===== config.mk =====
export PLATFORM = sky130hd
export DESIGN_NAME = mem_port_arbiter
export DESIGN_NICKNAME = d
export VERILOG_FILES = /design/src/rtl/mem_port_arbiter.sv
export SDC_FILE = /design/constraint.sdc
export NUM_CORES = 1
export LEC_CHECK = 0
export CELL_PAD_IN_SITES_DETAIL_PLACEMENT = 0
export CELL_PAD_IN_SITES_GLOBAL_PLACEMENT = 1
export CORE_ASPECT_RATIO = 0.6
export CORE_UTILIZATION = 29
export CTS_CLUSTER_DIAMETER = 150
export DETAILED_ROUTE_END_ITERATION = 10
export PLACE_DENSITY = 0.9
export SLEW_MARGIN = 20
export SYNTH_ARGS = -nofsm -noshare
export SYNTH_HDL_FRONTEND = slang
export SYNTH_SLANG_ARGS = --single-unit
export TNS_END_PERCENT = 30

===== constraint.sdc =====
create_clock -name clk -period 2.5 [get_ports clk]
set_input_delay 0.625 -clock clk [delete_from_list [all_inputs] [get_ports clk]]
set_output_delay 0.625 -clock clk [all_outputs]
set_load 0.02 [all_outputs]

===== src/rtl/mem_port_arbiter.sv =====
// Shares the MMU's single port A between instruction fetch and load/store.
// Round-robin grant, one transaction in flight, busy-timeout abort.
module mem_port_arbiter #(
    parameter int BUS_WIDTH     = 8,
    parameter int ADDRESS_WIDTH = 32,
    parameter int TIMEOUT       = 255,
    parameter int CNT_WIDTH     = 8
) (
    input  logic                     clk,
    input  logic                     reset,
    input  logic                     if_req,
    input  logic [ADDRESS_WIDTH-1:0] if_addr,
    output logic                     if_ack,
    output logic [BUS_WIDTH-1:0]     if_rdata,
    output logic                     if_err,
    input  logic                     d_req,
    input  logic                     d_we,
    input  logic [ADDRESS_WIDTH-1:0] d_addr,
    input  logic [BUS_WIDTH-1:0]     d_wdata,
    output logic                     d_ack,
    output logic [BUS_WIDTH-1:0]     d_rdata,
    output logic                     d_err,
    output logic                     mem_req,
    output logic                     mem_we,
    output logic [ADDRESS_WIDTH-1:0] mem_addr,
    output logic [BUS_WIDTH-1:0]     mem_wdata,
    input  logic                     mem_busy,
    input  logic [BUS_WIDTH-1:0]     mem_rdata,
    output logic                     grant_d
);

    typedef enum logic [2:0] {
        S_IDLE,
        S_ISSUE,
        S_WAIT_BUSY,
        S_WAIT_DONE,
        S_RESP
    } state_t;

    localparam logic [CNT_WIDTH-1:0] TIMEOUT_CNT = CNT_WIDTH'(TIMEOUT);

    state_t                   state_q, state_d;
    logic                     owner_q, owner_d;       // 0 = fetch, 1 = load/store
    logic                     we_q, we_d;
    logic [ADDRESS_WIDTH-1:0] addr_q, addr_d;
    logic [BUS_WIDTH-1:0]     wdata_q, wdata_d;
    logic [CNT_WIDTH-1:0]     cnt_q, cnt_d;
    logic                     quiet_q, quiet_d;       // one idle busy sample already seen
    logic                     err_q, err_d;
    logic [BUS_WIDTH-1:0]     if_rdata_q, if_rdata_d;
    logic [BUS_WIDTH-1:0]     d_rdata_q, d_rdata_d;
    logic                     pick;
    logic                     done;

    always_ff @(posedge clk) begin
        if (!reset) begin
            state_q    <= S_IDLE;
            owner_q    <= 1'b1;
            we_q       <= 1'b0;
            addr_q     <= '0;
            wdata_q    <= '0;
            cnt_q      <= '0;
            quiet_q    <= 1'b0;
            err_q      <= 1'b0;
            if_rdata_q <= '0;
            d_rdata_q  <= '0;
        end else begin
            state_q    <= state_d;
            owner_q    <= owner_d;
            we_q       <= we_d;
            addr_q     <= addr_d;
            wdata_q    <= wdata_d;
            cnt_q      <= cnt_d;
            quiet_q    <= quiet_d;
            err_q      <= err_d;
            if_rdata_q <= if_rdata_d;
            d_rdata_q  <= d_rdata_d;
        end
    end

    always_comb begin
        state_d    = state_q;
        owner_d    = owner_q;
        we_d       = we_q;
        addr_d     = addr_q;
        wdata_d    = wdata_q;
        cnt_d      = cnt_q;
        quiet_d    = quiet_q;
        err_d      = err_q;
        if_rdata_d = if_rdata_q;
        d_rdata_d  = d_rdata_q;
        pick       = 1'b0;
        done       = 1'b0;
        case (state_q)
            S_IDLE: begin
                if (if_req || d_req) begin
                    // On a tie the requester that did not own the last grant wins
                    pick    = (if_req && d_req) ? ~owner_q : d_req;
                    owner_d = pick;
                    we_d    = pick & d_we;
                    addr_d  = pick ? d_addr : if_addr;
                    wdata_d = pick ? d_wdata : '0;
                    state_d = S_ISSUE;
                end
            end
            S_ISSUE: begin
                cnt_d   = '0;
                quiet_d = 1'b0;
                err_d   = 1'b0;
                state_d = S_WAIT_BUSY;
            end
            S_WAIT_BUSY, S_WAIT_DONE: begin
                // A single-cycle MMU never shows busy: two quiet samples mean done
                done = !mem_busy && ((state_q == S_WAIT_DONE) || quiet_q);
                if (done || (cnt_q == TIMEOUT_CNT)) begin
                    err_d = !done;
                    if (owner_q) begin
                        d_rdata_d = done ? mem_rdata : '0;
                    end else begin
                        if_rdata_d = done ? mem_rdata : '0;
                    end
                    addr_d  = '0;
                    wdata_d = '0;
                    we_d    = 1'b0;
                    state_d = S_RESP;
                end else begin
                    quiet_d = !mem_busy;
                    if (mem_busy) begin
                        state_d = S_WAIT_DONE;
                    end
                    if (cnt_q != '1) begin
                        cnt_d = cnt_q + 1'b1;
                    end
                end
            end
            S_RESP: begin
                state_d = S_IDLE;
            end
            default: begin
                state_d = S_IDLE;
            end
        endcase
    end

    assign mem_req   = (state_q == S_ISSUE);
    assign mem_we    = (state_q == S_ISSUE) && we_q;
    assign mem_addr  = addr_q;
    assign mem_wdata = wdata_q;
    assign if_ack    = (state_q == S_RESP) && !owner_q;
    assign d_ack     = (state_q == S_RESP) && owner_q;
    assign if_err    = if_ack && err_q;
    assign d_err     = d_ack && err_q;
    assign if_rdata  = if_rdata_q;
    assign d_rdata   = d_rdata_q;
    assign grant_d   = owner_q;

endmodule

Word level (Yosys, flattened, before mapping)
Index checks and enable logic that the tools add are counted.

Bits in registers: 71. Input bits: 86. Output and inout bits: 63. Word-level logic and storage cells: 73.

Add/sub/neg operators: 1. Equality and inequality tests: 11. Multiplexer cells: 24. Bitwise operators: 2. Reduce and logical (&&, ||, !) cells: 25.

Operators with widths (number): 32-bit 2-to-1 mux (3); 32-bit case mux with 2 select lines (1); 8-bit 2-to-1 mux (6); 8-bit case mux with 2 select lines (2); 3-bit AND reduction (4); 3-bit 2-to-1 mux (3); 3-bit case mux with 3 select lines (1); 8-bit by 1-bit adder with 8-bit output (second input constant) (1); 8-bit == test (second input constant) (1); 2-bit != test (second input constant) (4); 8-bit != test (second input constant) (1); 2-bit AND reduction (4); 1-bit logical AND (7); 3-bit by 2-bit == test with 1-bit output (second input constant) (2); 1-bit case mux with 2 select lines (3); 1-bit 2-to-1 mux (5); 2-bit nonzero test (2); 3-bit by 1-bit == test with 1-bit output (second input constant) (1); 3-bit == test (second input constant) (1); 1-bit zero test (3); 3-bit zero test (1); 1-bit logical OR (3); 3-bit != test (second input constant) (1); 2-bit OR reduction (1); other kinds (2) (2).

Logic depth before layout (Yosys ltp)
Depth in word-level cells: 6. Gate-level depth with buffers: 7. Depth with buffers taken out: 6.

Least setup slack after synthesis
No wires, ideal clock.

Kind: register to output. Start: register owner_q (netlist: grant_d). End: output d_err. Arrival time: 1.213 ns. Data required time: 1.875 ns. Setup slack: 0.662 ns. Cell stages (with the launch flop): 4. Buffers on the path: 1. Cell sequence: dfxtp_1 clkbuf_2 and3_1 and2_1.

Word-level cells in the longest chain between the ends: 2.

RTL lines: start: declaration (RTL line 43) `logic owner_q, owner_d;`; start signal: assignment (RTL line 69) `owner_q <= owner_d;`; 1-bit logical AND (RTL line 150) `assign d_ack = (state_q == S_RESP) && owner_q;`; named net d_ack (RTL line 20) `output logic d_ack,`; 1-bit logical AND (RTL line 152) `assign d_err = d_ack && err_q;`; end: declaration (RTL line 22) `output logic d_err,`.

The timed path passes the listed nets, and every way through them passes these cells.

Worst setup path in the final report
Start: register state_q[0]. End: output d_err.

Word-level cells in the longest chain between the ends: 3.

RTL lines: start: declaration (RTL line 42) `state_t state_q, state_d;`; start signal: assignment (RTL line 68) `state_q <= state_d;`; 3-bit == test (RTL line 150); 1-bit logical AND (RTL line 150); 1-bit logical AND (RTL line 152).

No other way between the ends.

==> results.cfg <==
[drt]
ant_nets = 0
route.detailed.drc = 0
num_vias = 2916
viasPerCell = 4.91
drt_iter0_drc = 216
wl_per_cell_um = 14.9
firstDrtPassIters = 4
drt_wl_total_mm = 8.82

[synthesis]
synthFlopType = dfxtp_1
synth_most_common_cell = dfxtp_1
avgSynthCellArea_um2 = 9.79
ys_warn_count = 0
yosys-top-cells-area = dfxtp_1 (47%), mux2i_1 (11%), o22ai_1 (6.7%)
synth.distinct_cells = 49
synth_top_area_cell = dfxtp_1
synth_edf_count = 0
synth_top_area_frac = 0.475
syn_area_mm2 = 0.00300
synth_cells = 306
postSynth.asyncResetShare = 0
synth_common_cells = dfxtp_1 (71), nand2_1 (44), mux2i_1 (32), o22ai_1 (32), a22o_1 (16)
ys_ff_latch = 71
seq_area_frac_synth = 0.475
synth_nets = 393

[placed_design]
pre_cts_slack_ns = 0.145
io_buffers = 148
numPlacedInstances = 577
gp_congestion = 0.815
hpwl_mm = 6.56

[critical_path]
required_ns = 1.88
critPathMaxFanout = 6
start_kind = register
cp.arrival_ns = 1.74
worst_setup_path_end_kind = output pin
cp_slowest_stage_delay_ns = 0.59
critPathSlowestCell = clkdlybuf4s50_1
critPathKind = reg -> out
crit_chain = nor2_1 -> and3_1 -> and2_1 -> clkdlybuf4s50_1

[timing]
worst_hold_slack_ns = 0.464
max_freq_mhz = 422
fin_crit_ns = 2.37
hold_viol = 0
slew_viol_final = 0
fin_ws_ns = 0.131
finClkSkew_ns = 0.00700
worstMarginPinSlew_ns = 0.564
tns_ns = 0
slew_headroom = 0.623
setup-violations-final = 0
post-route-period-util = 0.948
rsz0062_at_grt = false

[clock_tree]
ctsHoldBuffers = 0
root_buffer = clkbuf_16
ctsHtreeMaxLevel = 3
clk_path_buf_depth = 2
cts_sinks = 71
cts_buffers = 9
cts_tree = built
clk_latency_ns = 0.33
path_clk_slew_ns = 0.06

[die]
die_w_um = 133
pin_count = 149
row_count = 28
dieArea_mm2 = 0.0108
dieHeight_um = 80.7
core_mm2 = 0.00995
start_util = 0.301

[finish]
nets = 541
fill_cells = 879
final_cells = 594
layout-drive-gt1-share = 0.0806
syn2layout_area_growth_pct = 65.8
postLayoutCoreUtil = 0.499
diodes = 0

[power_and_ir_drop]
powerDensity_mw_per_mm2 = 685
irDropWorstVdd_uv = 376
cellLeakagePower_nw = 1.83

[grt]
grt_pass1_wl_mm = 14.1
grt_overflow = 0
grt_pass1_vias = 2820
grt_max_degree = 33
grt_util_all_layers = 0.169
antenna_found_initial = 0

[min_path]
hold_class = reg -> reg

[flow_run]
drv_cap = 0

[outcome]
status = finished, final reports clean
[registers in the layout (all words and copies together) (netlist names)]
name	cells
mem_addr	32
cnt_q	8
d_rdata	8
if_rdata	8
mem_wdata	8
state_q	3
err_q	1
grant_d	1
quiet_q	1
we_q	1
[metal layers]
layer  global-route usage  vias to the layer above  part of all wire
met1                0.225                     1328              0.46
met3               0.0619                       11             0.093
met4               0.0557                        0             0.013
met5                    0                        -                 0
li1                     -                     1453                 -
met2                0.253                      124              0.43
[repair_timing]
item | CTS | global route
gates resized for setup | 1 | 2
setup endpoints to repair | 1 | 2
pin swaps | 0 | 0
buffers inserted | 1 | 0
[power by group]
part           switching (W)  internal (W)
logic               0.000423      0.000414
clock network       0.000497      0.000782
registers          0.0000584       0.00123
[cells by family (layout without fill, tap and decap cells)]
logic type               count (synthesis)  after routing  share of synthesized area
AO/OA/AOI/OAI                           89             89                      0.225
adder cells (fa/ha/maj)                  1              1                    0.00418
buffers and inverters                   24            177                     0.0347
flip-flops                              71             71                      0.475
multiplexers                            32             32                      0.107
AND/OR/NAND/NOR                         89             89                      0.155
[layout by cell type (no fill, tap or decap), types with 3 or more instances in the layout]
cell,instances
o211ai_1,5
o22ai_1,32
buf_4,8
nor3_1,3
nand3_1,6
a22o_1,16
o21ai_0,3
and2_1,3
a21oi_1,6
clkbuf_16,9
nand4_1,4
a32o_1,9
inv_6,3
mux2i_1,32
dfxtp_1,71
nand2_1,44
and3_1,4
nor2_1,8
clkdlybuf4s50_1,145
[cell type report]
cell class / instances / area (um^2) / share of cell area
Timing Repair Buffer: 158 / 1580 / 0.318
Inverter: 3 / 11.3 / 0.00227
Sequential cell: 71 / 1420 / 0.286
Clock buffer: 9 / 225 / 0.0453
Clock inverter: 7 / 77.6 / 0.0156
Multi-Input combinational cell: 211 / 1480 / 0.298
Tap cell: 135 / 169 / 0.0340
[worst max-delay path, delay by kind of cell, from the launching register on]
| family | cells | cell delay, ns |
|---|---|---|
| DFF | 1 | 0.36 |
| buffers and inverters | 1 | 0.59 |
| and+or+nand+nor | 3 | 0.46 |
[final timing paths]
path / start / endpoint / slack, ns / cells past startpoint
worst max-delay path: state_q[0] / d_err / 0.13 / 4
worst min-delay path: mem_addr[31] / mem_addr[31] / 0.46 / 2
worst max register to register: cnt_q[0] / d_rdata[1] / 0.52 / 5
worst min register to register: mem_addr[31] / mem_addr[31] / 0.46 / 2
[through the flow]
stage,total power [W],cell area [um^2]
finish,0.00340,4970
global route,0.00357,4970
floorplan,0.00171,3000
CTS,0.00344,4960
detailed placement,0.00215,4650
global placement,0.00213,4650
(Power assumes the default switching activity.)
